`src/rtl/wb_io_ctrl.sv`:
```
// Wishbone I/O interconnect: one-hot slave select, STB/ACK/data routing,
// one-cycle idle gap after each access, and timeout termination with a sticky fault record.
module wb_io_ctrl #(
  parameter int unsigned NSLV   = 4,
  parameter int unsigned TMO    = 15,
  parameter logic [31:0] TMODAT = 32'hFFFF_FFFF
) (
  input  logic                 CLK_I,
  input  logic                 RST_I,
  input  logic                 STB_I,
  input  logic                 WE_I,
  input  logic [NSLV-1:0]      ADR_I,
  output logic                 ACK_O,
  output logic [31:0]          DAT_O,
  output logic [NSLV-1:0]      s_STB_O,
  input  logic [NSLV-1:0]      s_ACK_I,
  input  logic [32*NSLV-1:0]   s_DAT_I,
  input  logic                 err_clr,
  output logic                 err,
  output logic [NSLV-1:0]      err_slv,
  output logic                 busy
);

  localparam int unsigned CW = 8;
  localparam int unsigned DW = 32;

  typedef enum logic [1:0] {
    S_IDLE = 2'd0,
    S_WAIT = 2'd1,
    S_TOUT = 2'd2,
    S_GAP  = 2'd3
  } state_t;

  state_t          state_q, state_d;
  logic [CW-1:0]   cnt_q, cnt_d;
  logic            err_q, err_d;
  logic [NSLV-1:0] err_slv_q, err_slv_d;

  logic [NSLV-1:0] grant_c;
  logic            nosel_c;
  logic            sel_ack_c;
  logic [DW-1:0]   sel_dat_c;
  logic            ack_c;
  logic [NSLV-1:0] stb_c;
  logic [DW-1:0]   dat_c;

  // Write enable only passes to the slaves outside this block.
  logic unused_we;
  assign unused_we = WE_I;

  // Lowest-index set address bit wins the grant.
  always_comb begin
    logic found;
    grant_c = '0;
    found   = 1'b0;
    for (int k = 0; k < int'(NSLV); k++) begin
      if (ADR_I[k] && !found) begin
        grant_c[k] = 1'b1;
        found      = 1'b1;
      end
    end
  end

  assign nosel_c   = (ADR_I == '0);
  assign sel_ack_c = |(s_ACK_I & grant_c);

  // Read data of the granted slave (grant is one-hot or zero).
  always_comb begin
    sel_dat_c = '0;
    for (int k = 0; k < int'(NSLV); k++) begin
      if (grant_c[k]) sel_dat_c = sel_dat_c | s_DAT_I[DW*k +: DW];
    end
  end

  // Next-state, counter, error record and routed outputs.
  always_comb begin
    state_d   = state_q;
    cnt_d     = cnt_q;
    err_d     = err_q;
    err_slv_d = err_slv_q;
    ack_c     = 1'b0;
    stb_c     = '0;
    dat_c     = '0;

    case (state_q)
      S_IDLE: begin
        stb_c = STB_I ? grant_c : '0;
        ack_c = STB_I & (nosel_c | sel_ack_c);
        dat_c = sel_dat_c;
        if (STB_I) begin
          if (ack_c) begin
            state_d = S_GAP;
            cnt_d   = '0;
          end else begin
            state_d = S_WAIT;
            cnt_d   = CW'(1);
          end
        end
      end
      S_WAIT: begin
        stb_c = STB_I ? grant_c : '0;
        ack_c = STB_I & (nosel_c | sel_ack_c);
        dat_c = sel_dat_c;
        if (!STB_I) begin
          state_d = S_IDLE;
          cnt_d   = '0;
        end else if (ack_c) begin
          state_d = S_GAP;
          cnt_d   = '0;
        end else if (cnt_q == CW'(TMO - 1)) begin
          state_d = S_TOUT;
        end else if (cnt_q != '1) begin
          cnt_d = cnt_q + CW'(1);
        end
      end
      S_TOUT: begin
        ack_c   = 1'b1;
        dat_c   = TMODAT;
        state_d = S_GAP;
        cnt_d   = '0;
      end
      S_GAP: begin
        state_d = S_IDLE;
      end
      default: begin
        state_d = S_IDLE;
        cnt_d   = '0;
      end
    endcase

    // A timeout sets the record and wins over a simultaneous clear.
    if (state_q == S_TOUT) begin
      err_d = 1'b1;
      if (!err_q || err_clr) err_slv_d = grant_c;
    end else if (err_clr) begin
      err_d     = 1'b0;
      err_slv_d = '0;
    end
  end

  // State, counter and error registers with synchronous active-low reset.
  always_ff @(posedge CLK_I) begin
    if (!RST_I) begin
      state_q   <= S_IDLE;
      cnt_q     <= '0;
      err_q     <= 1'b0;
      err_slv_q <= '0;
    end else begin
      state_q   <= state_d;
      cnt_q     <= cnt_d;
      err_q     <= err_d;
      err_slv_q <= err_slv_d;
    end
  end

  assign ACK_O   = RST_I & ack_c;
  assign s_STB_O = {NSLV{RST_I}} & stb_c;
  assign DAT_O   = dat_c;
  assign busy    = (state_q == S_WAIT) || (state_q == S_TOUT);
  assign err     = err_q;
  assign err_slv = err_slv_q;

endmodule

```
`config.mk`:
```
export PLATFORM = sky130hd
export DESIGN_NAME = wb_io_ctrl
export DESIGN_NICKNAME = d
export VERILOG_FILES = /design/src/rtl/wb_io_ctrl.sv
export SDC_FILE = /design/constraint.sdc
export NUM_CORES = 1
export LEC_CHECK = 0
export BUFFER_PORTS_ARGS = -buffer_cell sky130_fd_sc_hd__buf_4
export CAP_MARGIN = 20
export CORE_UTILIZATION = 41
export CTS_CLUSTER_SIZE = 10
export DETAILED_ROUTE_END_ITERATION = 16
export PLACE_DENSITY = 0.95
export SYNTH_ARGS = -nofsm -noshare
export SYNTH_HDL_FRONTEND = slang
export SYNTH_SLANG_ARGS = --single-unit
export TNS_END_PERCENT = 10
```
`constraint.sdc`:
```
create_clock -name CLK_I -period 6.05 [get_ports CLK_I]
set_input_delay 0.605 -clock CLK_I [delete_from_list [all_inputs] [get_ports CLK_I]]
set_output_delay 0.605 -clock CLK_I [all_outputs]
set_load 0.02 [all_outputs]
```
==> impl_metrics.tcl, run 1 <==
set metrics [dict create \
    numClockSinks 15 \
    synth_top_cell_by_area "a21oi_1" \
    cts_tree "yes" \
    io_buffers 182 \
    antenna_found_initial 0 \
    coreArea_sq_mm 0.004755 \
    syn_inst 319 \
    relSlewSlack 0.5242 \
    setup_viol 0 \
    io_pins 184 \
    slowest_delay_ns 0.48 \
    holdBufCountCts 0 \
    hold_path_depth 2 \
    cts-root-buf "clkbuf_8" \
    grt_pass1_wl_microns 13170 \
    cts_setup_buffers 0 \
    worstSkewPairLatency_ns 0.25 \
    post_drt_wl_per_cell_microns 15.96 \
    die_area_sq_mm 0.005282 \
    grt.busiest_layer "met2" \
    worst-path-buf-inv 3 \
    fmax_mhz 327.1 \
    final_core_util 0.7295 \
    power.density_mw_per_mm2 263.9 \
    hpwl_microns 6575 \
    crit_family "buffers and inverters" \
    design_area_sq_mm 0.003468 \
    vdd_drop_max_v 0.0001790 \
    post_cts_resized 0 \
    cp_max_fo 73 \
    maxSlewViolCount 0 \
    power_mw 0.9154 \
    max-clock-path-buffers 2 \
    path_common_cell "buf_4" \
    p_leak_nw 1.565 \
    critPathKind "in -> out" \
    nets 630 \
    syn_area_sq_mm 0.002048 \
    run_status "finished, final reports clean" \
    tightest_slew_ns 0.7136 \
    synth_nets 467 \
    h-tree-depth 1 \
    reg2regPathDepth 8 \
    synth_common_cells "a21oi_1 (104), nor2_1 (44), a22oi_1 (34)" \
    vias 3190 \
    first_iter_violations 201 \
    dpl-instance-area_sq_mm 0.003422 \
    start_util 0.4308 \
    min-delay-start "err_slv[1]$_SDFFE_PN0P_" \
    syn_to_final_growth_pct 69.33 \
    required_ns 5.44 \
    drt_first_pass_iters 5 \
    grt_use_met2 0.5452 \
    path_cells "buf_4 -> or3_1 -> nor2_2 -> buf_4 -> a21oi_1 -> a21oi_1 -> buf_4" \
    grt_pass1_vias 2802 \
    fin_crit_ns 3.057 \
    reg2reg_to "cnt_q[5]$_SDFFE_PN0P_" \
    clkTransAtPathRegs_ns 0.06 \
    hold_path_end "err_slv[1]$_SDFFE_PN0P_" \
    ys_warn_count 0 \
    cap_violations 0 \
    die_x_microns 72.68 \
    end_kind "output port" \
    gr-usage-met1 0.3935 \
    async_reset_ff_frac 0 \
    drive_gt1_frac 0.4220 \
    final-hold-violation-count 0 \
    skew_ns 0.0008344 \
    hold_class "reg -> reg" \
    cp.arrival_ns 2.45 \
    synth_area_leaders "a21oi_1 (25%), dfxtp_1 (15%), a22oi_1 (12%)" \
    grt_max_degree 74 \
    ant_nets 0 \
    rr_startpoint "state_q[1]$_SDFFE_PN0P_" \
    avgSynthCellArea_sq_um 6.421 \
    yosys.area.top_type_share 0.2541 \
    die_h_microns 72.68 \
    fin_crit_sh 0.5053 \
    fillCellCount 396 \
    grt_use_total 0.3160 \
    drc_errors 0 \
    rsz0062_at_grt "no" \
    place_congestion 0.9272 \
    cpMaxStageDelayCell "or3_1" \
    r2r_slack_ns 3.61 \
    cts_buffers 3 \
    synth_flop_cell "dfxtp_1" \
    ys_types 50 \
    num_rows 25 \
    antenna_cells 0 \
    use_met3 0.06768 \
    synth.most_common_cell "a21oi_1" \
    grt.overflow.total 0 \
    synth_edf_count 0 \
    ys_seq_area_frac 0.1466 \
    drt-total-wl_microns 8747 \
    via_per_inst 5.821 \
    ys_ff_latch 15 \
    finalSetupTns_ns 0 \
    start_kind "primary input" \
]
==> through the flow <==
step                cells  worst slack, ns  hold slack (ns)
detailed placement    544            3.007           0.4880
global placement      544            3.032           0.4702
finish                548            2.993           0.5022
CTS                   548            3.009           0.5025
floorplan             319            3.427           0.4830
global route          548            2.914           0.5444
==> layout make-up <==
| class | count | area (sq um) | area share |
|---|---|---|---|
| flip-flops and latches | 15 | 300.3 | 0.08658 |
| multi-input cells | 265 | 1600 | 0.4614 |
| well taps | 67 | 83.83 | 0.02417 |
| inverters | 11 | 41.29 | 0.01190 |
| clock buffers | 3 | 41.29 | 0.01190 |
| clock inverters | 1 | 5.005 | 0.001443 |
| repair buffers | 186 | 1396 | 0.4026 |
==> logic make-up (layout without fill, tap and decap cells) <==
kind of cell	count (synthesis)	after routing	synth area share
adder cells (fa/ha/maj)	7	7	0.04276
AO/OA/AOI/OAI	170	170	0.5156
buffers and inverters	39	201	0.07574
AND/OR/NAND/NOR	87	87	0.2144
multiplexers	1	1	0.004887
flip-flops	15	15	0.1466
==> worst reg2reg max path: stages, from the launching register on <==
cell	delay, ns
dfxtp_1	0.31
buf_4	0.37
inv_2	0.14
ha_1	0.23
nand2b_2	0.12
nor2b_1	0.24
nand3_1	0.20
or4_1	0.51
a211oi_1	0.24
==> how the worst max path moves through the flow <==
| stage | start | endpoint | slack [ns] | depth (start not counted) |
|---|---|---|---|---|
| detailed placement | ADR_I[0] | DAT_O[6] | 3.01 | 7 |
| global placement | ADR_I[0] | DAT_O[6] | 3.03 | 7 |
| floorplan | ADR_I[0] | DAT_O[19] | 3.43 | 6 |
| global route | ADR_I[0] | DAT_O[14] | 2.91 | 7 |
| finish | ADR_I[0] | DAT_O[6] | 2.99 | 7 |
| CTS | ADR_I[0] | DAT_O[6] | 3.01 | 7 |
==> flip-flops by register name, summed over array words and instances (netlist names) <==
| name | flops |
|---|---|
| state_q | 2 |
| cnt_q | 8 |
| err | 1 |
| err_slv | 4 |
==> power breakdown <==
| part | switching (mW) | internal (mW) | total (mW) |
|---|---|---|---|
| registers | 0.0129 | 0.112 | 0.125 |
| logic | 0.407 | 0.300 | 0.707 |
| clock network | 0.0379 | 0.0457 | 0.0836 |
==> layout by cell type, fill, tap and decap left out, types with 3 or more instances in the layout <==
master,count
a211oi_1,4
a21oi_1,104
a22oi_1,34
a32oi_1,3
buf_4,186
clkbuf_8,3
dfxtp_1,15
ha_1,7
inv_1,9
nand2_1,11
nand3_1,4
nor2_1,42
o31ai_1,4
or4_1,5
==> metal layers <==
metal	part of all wire	vias to the layer above
met4	0.028	0
met2	0.49	202
met3	0.10	25
met5	0	-
met1	0.38	1434
li1	-	1529
Note: power is estimated with default switching activity, not from simulation.
==> run 2: changes to the inputs <==
--- a/config.mk
+++ b/config.mk
@@ -7,10 +7,10 @@
 export LEC_CHECK = 0
 export BUFFER_PORTS_ARGS = -buffer_cell sky130_fd_sc_hd__buf_4
 export CAP_MARGIN = 20
-export CORE_UTILIZATION = 41
+export CORE_UTILIZATION = 38
 export CTS_CLUSTER_SIZE = 10
 export DETAILED_ROUTE_END_ITERATION = 16
-export PLACE_DENSITY = 0.95
+export PLACE_DENSITY = 0.92
 export SYNTH_ARGS = -nofsm -noshare
 export SYNTH_HDL_FRONTEND = slang
 export SYNTH_SLANG_ARGS = --single-unit
==> constraint.sdc (replaced) <==
create_clock -name CLK_I -period 3.2 [get_ports CLK_I]
set_input_delay 0.32 -clock CLK_I [delete_from_list [all_inputs] [get_ports CLK_I]]
set_output_delay 0.32 -clock CLK_I [all_outputs]
set_load 0.02 [all_outputs]
==> impl_metrics.tcl, run 2 (synthesis gave the netlist of run 1 again) <==
set metrics [dict create \
    run_status "finished, final reports clean" \
    grt.overflow.total 0 \
    die_x_microns 75.42 \
    p_leak_nw 1.574 \
    post_drt_wl_per_cell_microns 16.06 \
    io_buffers 182 \
    end_kind "output port" \
    post_cts_resized 0 \
    seqPwrFrac 0.135 \
    grt_use_total 0.2838 \
    place_congestion 0.9341 \
    finalSetupTns_ns 0 \
    h-tree-depth 1 \
    slowest_delay_ns 0.42 \
    switching_power_mw 0.8730 \
    nets 632 \
    skew_ns 0.0007512 \
    critPathKind "in -> out" \
    first_iter_violations 234 \
    grt_max_degree 50 \
    drt-total-wl_microns 8882 \
    via_per_inst 5.785 \
    crit_family "simple AND/OR/NAND/NOR gates" \
    die_h_microns 75.42 \
    worstSkewPairLatency_ns 0.25 \
    fin_crit_ns 2.311 \
    vdd_drop_max_v 0.0003404 \
    final_core_util 0.6814 \
    instances_no_fill 553 \
    antenna_found_initial 0 \
    holdBufCountCts 0 \
    p_clk_frac 0.094 \
    cts_setup_buffers 0 \
    drive_gt1_frac 0.4244 \
    numClockSinks 15 \
    final_cell_mix "buf_4 (187), a21oi_1 (104), nor2_1 (42)" \
    top_register "cnt_q" \
    fmax_mhz 432.7 \
    grt_pass1_vias 2641 \
    coreArea_sq_mm 0.005140 \
    hpwl_microns 6644 \
    pre_cts_ws_ns 0.8775 \
    setup_viol 0 \
    drc_errors 0 \
    cts_buffers 3 \
    clkTransAtPathRegs_ns 0.07 \
    ant_nets 0 \
    holdWs_ns 0.3542 \
    vias 3199 \
    cpMaxStageDelayCell "or3_1" \
    tightest_slew_ns 0.4827 \
    swShare 0.4994 \
    worst_slack_ns 0.8888 \
    hold_class "in -> reg" \
    num_rows 26 \
    cp_max_fo 40 \
    final_common_cell "buf_4" \
    largest_reg_flops 8 \
    start_kind "primary input" \
    grt_pass1_wl_microns 12520 \
    start_util 0.3985 \
    worst-path-buf-inv 3 \
    cts-root-buf "clkbuf_8" \
    path_cells "buf_4 -> or3_1 -> nor2_2 -> buf_12 -> a21oi_1 -> a21oi_1 -> buf_4" \
    io_pins 184 \
    final-hold-violation-count 0 \
    power.density_mw_per_mm2 499.1 \
    relSlewSlack 0.6740 \
    max-clock-path-buffers 2 \
    cp.arrival_ns 1.99 \
    maxSlewViolCount 0 \
    antenna_cells 0 \
    syn_to_final_growth_pct 70.98 \
    drt_first_pass_iters 5 \
    fin_crit_sh 0.7223 \
    place_inst 549 \
    cts_tree "yes" \
    p_comb_frac 0.771 \
    required_ns 2.88 \
    rsz0062_at_grt "no" \
    cap_violations 0 \
    die_area_sq_mm 0.005687 \
    p_int_mw 0.8749 \
]
run 2: power by group through the flow:
stage                     sequential (mW)  combinational (mW)  clock (mW)
after floorplan                     0.244               0.773           0
after global placement              0.238                1.32           0
after detailed placement            0.238                1.34           0
after CTS                           0.234                1.34       0.167
after global routing                0.238                1.46       0.175
final                               0.235                1.35       0.164
run 2: layout make-up:
class	count	area, sq um
well taps	70	87.58
clock inverters	1	7.507
clock buffers	3	41.29
repair buffers	188	1424
fillers	466	1638
multi-input cells	265	1600
inverters	11	41.29
flip-flops and latches	15	300.3
run 2: routing by layer:
layer | part of all wire | global-route usage
met1 | 0.40 | 0.3724
met2 | 0.49 | 0.4702
met3 | 0.10 | 0.06746
met4 | 0.016 | 0.06790
met5 | 0 | 0
run 2: final timing paths:
path	startpoint	to	slack, ns	depth (start not counted)
setup / recovery	ADR_I[1]	DAT_O[13]	0.89	7
hold / removal	RST_I	state_q[1]$_SDFFE_PN0P_	0.35	3
setup reg to reg	state_q[1]$_SDFFE_PN0P_	cnt_q[5]$_SDFFE_PN0P_	0.93	8
hold reg to reg	err_slv[0]$_SDFFE_PN0P_	err_slv[0]$_SDFFE_PN0P_	0.51	2
run 2: per-stage QoR:
| stage | area (sq um) | total power, mW |
|---|---|---|
| after floorplan | 2048 | 1.017 |
| after global placement | 3453 | 1.553 |
| after detailed placement | 3453 | 1.574 |
| after CTS | 3502 | 1.742 |
| after global routing | 3502 | 1.873 |
| final | 3502 | 1.748 |
run 2: worst reg2reg max path, cell delays in order (launching register included):
cell	delay, ns
dfxtp_1	0.31
buf_4	0.23
inv_2	0.10
ha_1	0.22
nand2b_2	0.13
nor2b_1	0.24
nand3_1	0.22
or4_1	0.51
a211oi_1	0.23
